--- src/rtl/prio_arb_rr.sv ---
// Registered N-way arbiter with fixed-priority (highest index wins) and
// round-robin modes, presenting one grant at a time over valid/ready.
module prio_arb_rr #(
  parameter int N = 8,
  parameter int W = $clog2(N)
) (
  input  logic         clk,
  input  logic         rst_n,
  input  logic         mode,
  input  logic [N-1:0] req,
  input  logic         gnt_ready,
  output logic         gnt_valid,
  output logic [W-1:0] gnt_idx,
  output logic [N-1:0] gnt_onehot,
  output logic         busy
);

  typedef enum logic {IDLE, GRANT} state_t;

  localparam logic [W-1:0] LAST = W'(N - 1);

  state_t       state, state_next;
  logic [W-1:0] ptr, ptr_next;
  logic [W-1:0] ptr_dec;
  logic [W-1:0] search_ptr;
  logic [W-1:0] search_idx;
  logic [W-1:0] idx_next;
  logic [N-1:0] onehot_next;
  logic         valid_next;
  logic         accept;
  int           cand;

  assign accept  = gnt_valid & gnt_ready;
  assign ptr_dec = (gnt_idx == '0) ? LAST : gnt_idx - 1'b1;
  // A back-to-back search must already see the pointer moved past the grant being accepted.
  assign search_ptr = (accept && mode) ? ptr_dec : ptr;
  assign busy = gnt_valid;

  // Later assignments win, so the loops end on the highest-priority candidate.
  always_comb begin
    search_idx = '0;
    cand       = 0;
    if (!mode) begin
      for (int i = 0; i < N; i++) begin
        if (req[i]) search_idx = W'(i);
      end
    end else begin
      for (int k = N - 1; k >= 0; k--) begin
        cand = int'(search_ptr) - k;
        if (cand < 0) cand = cand + N;
        if (req[cand[W-1:0]]) search_idx = cand[W-1:0];
      end
    end
  end

  always_comb begin
    state_next  = state;
    ptr_next    = ptr;
    idx_next    = gnt_idx;
    onehot_next = gnt_onehot;
    valid_next  = gnt_valid;
    case (state)
      IDLE: begin
        if (|req) begin
          state_next              = GRANT;
          valid_next              = 1'b1;
          idx_next                = search_idx;
          onehot_next             = '0;
          onehot_next[search_idx] = 1'b1;
        end
      end
      GRANT: begin
        if (gnt_ready) begin
          if (mode) ptr_next = ptr_dec;
          if (|req) begin
            idx_next                = search_idx;
            onehot_next             = '0;
            onehot_next[search_idx] = 1'b1;
          end else begin
            state_next  = IDLE;
            valid_next  = 1'b0;
            idx_next    = '0;
            onehot_next = '0;
          end
        end
      end
      default: state_next = IDLE;
    endcase
  end

  always_ff @(posedge clk) begin
    if (!rst_n) begin
      state      <= IDLE;
      ptr        <= LAST;
      gnt_valid  <= 1'b0;
      gnt_idx    <= '0;
      gnt_onehot <= '0;
    end else begin
      state      <= state_next;
      ptr        <= ptr_next;
      gnt_valid  <= valid_next;
      gnt_idx    <= idx_next;
      gnt_onehot <= onehot_next;
    end
  end

endmodule

--- config.mk ---
export PLATFORM = sky130hd
export DESIGN_NAME = prio_arb_rr
export DESIGN_NICKNAME = d
export VERILOG_FILES = /design/src/rtl/prio_arb_rr.sv
export SDC_FILE = /design/constraint.sdc
export NUM_CORES = 1
export LEC_CHECK = 0
export ABC_AREA = 0
export CAP_MARGIN = 20
export CORE_MARGIN = 5
export CORE_UTILIZATION = 36
export CTS_CLUSTER_DIAMETER = 30
export CTS_CLUSTER_SIZE = 28
export DETAILED_ROUTE_END_ITERATION = 16
export PLACE_DENSITY = 0.6
export SLEW_MARGIN = 20
export SYNTH_ARGS = -nofsm -noshare
export SYNTH_HDL_FRONTEND = slang
export SYNTH_SLANG_ARGS = --single-unit
--- constraint.sdc ---
create_clock -name clk -period 4.1 [get_ports clk]
set_input_delay 0.41 -clock clk [delete_from_list [all_inputs] [get_ports clk]]
set_output_delay 0.41 -clock clk [all_outputs]
set_load 0.05 [all_outputs]
==> run summary <==
Largest net degree at the start of global routing -> 17
DRT Pass-1 Iters -> 4
WL final -> 5.20 mm
Vias -> 1832
Die Span X -> 80.4 um
Core area -> 4750 um^2
Fin crit period -> 3.81 ns
Clock Pin Slew Worst Setup and Hold Paths -> 0.06 ns
Setup Buffers After CTS -> 0
DP Area -> 2120 um^2
WL per Instance -> 16.5 um
Final Cycle Share -> 92.9%
Max-Cap Viols -> 0
Worst Setup Slack, final -> 0.293 ns
Synth Register Bits -> 16
Mapped cell area -> 1780 um^2
Post-synth EDFFs -> 0
CP max stage delay -> 0.57 ns
Layout cells sized above 1 -> 14.5%
Initial antenna violation count -> 0
Syn. warnings -> 0
Row count -> 25
Post-Synthesis Cells -> 222
RSZ-0062 raised after global routing -> false
Top Ports -> 25
Global-route wire length before repair -> 8.76 mm
Vias in the first global route -> 1768
TritonCTS Buffers -> 3
CTS sink cnt -> 16
R2r startpoint -> gnt_idx[0]
Non-Filler Instances -> 315
Port buffer count -> 24
Setup violations, final -> 0
Die area -> 6460 um^2
Share of synthesized registers carrying an async set or reset -> 0%
Hold Path Cell Cnt -> 2
Congestion Overflow GR -> 0
H-tree depth -> 1
Critical Path RT -> 4.24 ns
Setup crit end -> gnt_onehot[3]
WP depth -> 13
Leading cell types in the layout, fill and taps excluded -> 24 x nand2_1, 24 x clkdlybuf4s50_1, 19 x o211ai_1
Worst Setup SP -> mode
Clock network latency to the later pin of the worst-skew pair -> 0.25 ns
Die height -> 80.4 um
Crit Path Max Fanout -> 15
Setup slack, reg-to-reg -> 0.38 ns
Reg2reg path depth -> 15
Delay-heaviest family, CP -> compound AO/OA/AOI/OAI gates
Final Cell Area -> 2180 um^2
Nets -> 265
Syn avg cell area -> 8.03 um^2
Ys flop type -> dfxtp_1
Post-Syn Nets -> 238
Sequence of cells on the critical path -> clkdlybuf4s50_1 > and3_4 > a21o_4 > ha_1 > inv_1 > buf_4 > a211oi_1 > a21oi_1 > a22oi_1 > a221oi_1 > o31ai_1 > nor2_1 > a22o_1
Reg-to-Reg End -> gnt_onehot[3]
Hpwl dp -> 4.07 mm
Max-slew headroom -> 59.5%
Netlist cell types -> 56
Root Driver -> clkbuf_8
DP Worst Slack -> 0.0277 ns
Critical path's slowest cell -> clkdlybuf4s50_1
Slew Viols, Final -> 0
Fin. Hold Viols -> 0
All-layer global routing usage -> 17.3%
Syn-to-layout area delta -> 22.6%
Arr. time, crit path -> 3.95 ns
Max IR drop VDD -> 0.141 mV
Nature of the critical path endpoint -> register
Clock Skews -> 0.00181 ns
Vias per cell -> 5.82
Tightest Pin Transition -> 0.602 ns
Drc violations -> 0
Sequential area share after synthesis -> 18.0%
Placer Congestion -> 0.983
Fmax -> 263 MHz
Initial core utilization -> 37.5%
Pwr dens -> 319 nW/um^2
CTS tree -> yes
Critical path class -> input pin to register
Static leakage -> 0.838 nW
CP Buf/Inv Count -> 3
Type of the most critical hold path -> register to register
Placed instance count -> 311
DRT iter0 DRCs -> 73
N_diodes -> 0
CTS Buffer Depth -> 2
Routed Antenna Nets -> 0
Startpoint Class -> input pin
Status -> complete, no violations
==> through the flow <==
step | utilization (%) | setup TNS [ns] | hold WS (ns) | power [mW]
after global routing | 45.9 | 0 | 0.467 | 0.743
after detailed placement | 44.7 | 0 | 0.438 | 0.555
final | 45.9 | 0 | 0.441 | 0.697
after CTS | 45.8 | 0 | 0.447 | 0.697
after floorplan | - | 0 | 0.446 | 0.451
after global placement | 44.7 | -0.0303 | 0.434 | 0.558
==> worst min path at each step <==
| stage | endpoint | startpoint | slack, ns |
|---|---|---|---|
| 6_report | gnt_onehot[4] | gnt_onehot[4] | 0.44 |
| 5_1_grt | gnt_onehot[5] | gnt_onehot[5] | 0.47 |
| 4_1_cts | gnt_onehot[4] | gnt_onehot[4] | 0.45 |
| 3_5_place_dp | gnt_onehot[4] | gnt_onehot[4] | 0.44 |
| 3_3_place_gp | gnt_onehot[5] | gnt_onehot[5] | 0.43 |
| 2_1_floorplan | ptr[1] | ptr[1] | 0.45 |
==> synth_stat cells (all sizes together) (3+ instances only) <==
library cell | n | share of area, %
nand2 | 24 | 5.1
o211ai | 20 | 8.7
dfxtp | 16 | 18
mux2i | 15 | 8.4
inv | 14 | 3.2
nor2 | 13 | 2.7
nand3 | 11 | 3.1
o21ai | 10 | 3.4
and2 | 7 | 2.5
clkbuf | 7 | 1.5
a22o | 6 | 2.9
a21oi | 5 | 1.4
a22oi | 5 | 2.1
buf | 5 | 1.8
a211oi | 4 | 1.7
ha | 4 | 2.8
nand2b | 4 | 1.4
nor2b | 4 | 1.4
xnor2 | 4 | 2.0
a21o | 3 | 1.7
a221oi | 3 | 1.8
a31oi | 3 | 1.4
a32oi | 3 | 1.9
mux2 | 3 | 2.1
mux4 | 3 | 3.8
o21a | 3 | 1.3
==> cell type report <==
| type | instances | area [um^2] |
|---|---|---|
| Fill cell | 492 | 2570 |
| Tap cell | 67 | 83.8 |
| Timing Repair Buffer | 34 | 315 |
| Clock buffer | 4 | 55.1 |
| Multi-Input combinational cell | 180 | 1350 |
| Sequential cell | 16 | 320 |
| Inverter | 14 | 57.6 |
==> sequential cells by signal, summed over array words and instances, names as in the netlist <==
name / flops
gnt_onehot: 8
state: 1
gnt_idx: 3
ptr: 3
busy: 1
==> report_power, final <==
group          leakage, nW  total (mW)  internal [mW]  switching, mW
clock network       0.0288       0.140         0.0852         0.0546
registers            0.131       0.178          0.169        0.00953
logic                0.678       0.379          0.152          0.227
total                0.838       0.697          0.406          0.291
==> metal layers <==
metal  share of wire (%)  up-vias  GRT usage [%]
li1                    -      900              -
met1                  45      852           22.4
met2                  47       70           28.1
met3                 5.9       10           2.35
met4                 2.1        0           8.11
met5                   0        -              0
==> logic make-up after synthesis <==
family / Yosys count / synth area share, %
AO/OA/AOI/OAI: 77 / 35.7
XOR/XNOR: 4 / 1.97
adder cells (fa/ha/maj): 4 / 2.81
buffers and inverters: 26 / 6.46
flip-flops: 16 / 18.0
multiplexers: 21 / 14.3
AND/OR/NAND/NOR: 74 / 20.8
==> repair_timing <==
item	CTS	global route
gates resized for setup	0	1
hold buffers	0	0
setup endpoints to repair	0	4
==> worst register-to-register path, stage by stage, from the launching register on <==
cell	delay, ns
dfxtp_1	0.37
inv_1	0.06
ha_1	0.19
ha_1	0.18
nor2b_1	0.26
a21o_4	0.28
ha_1	0.27
inv_1	0.09
buf_4	0.16
a211oi_1	0.35
a21oi_1	0.19
a22oi_1	0.25
a221oi_1	0.14
o31ai_1	0.48
nor2_1	0.13
a22o_1	0.21
Note: power is estimated with default switching activity, not from simulation.
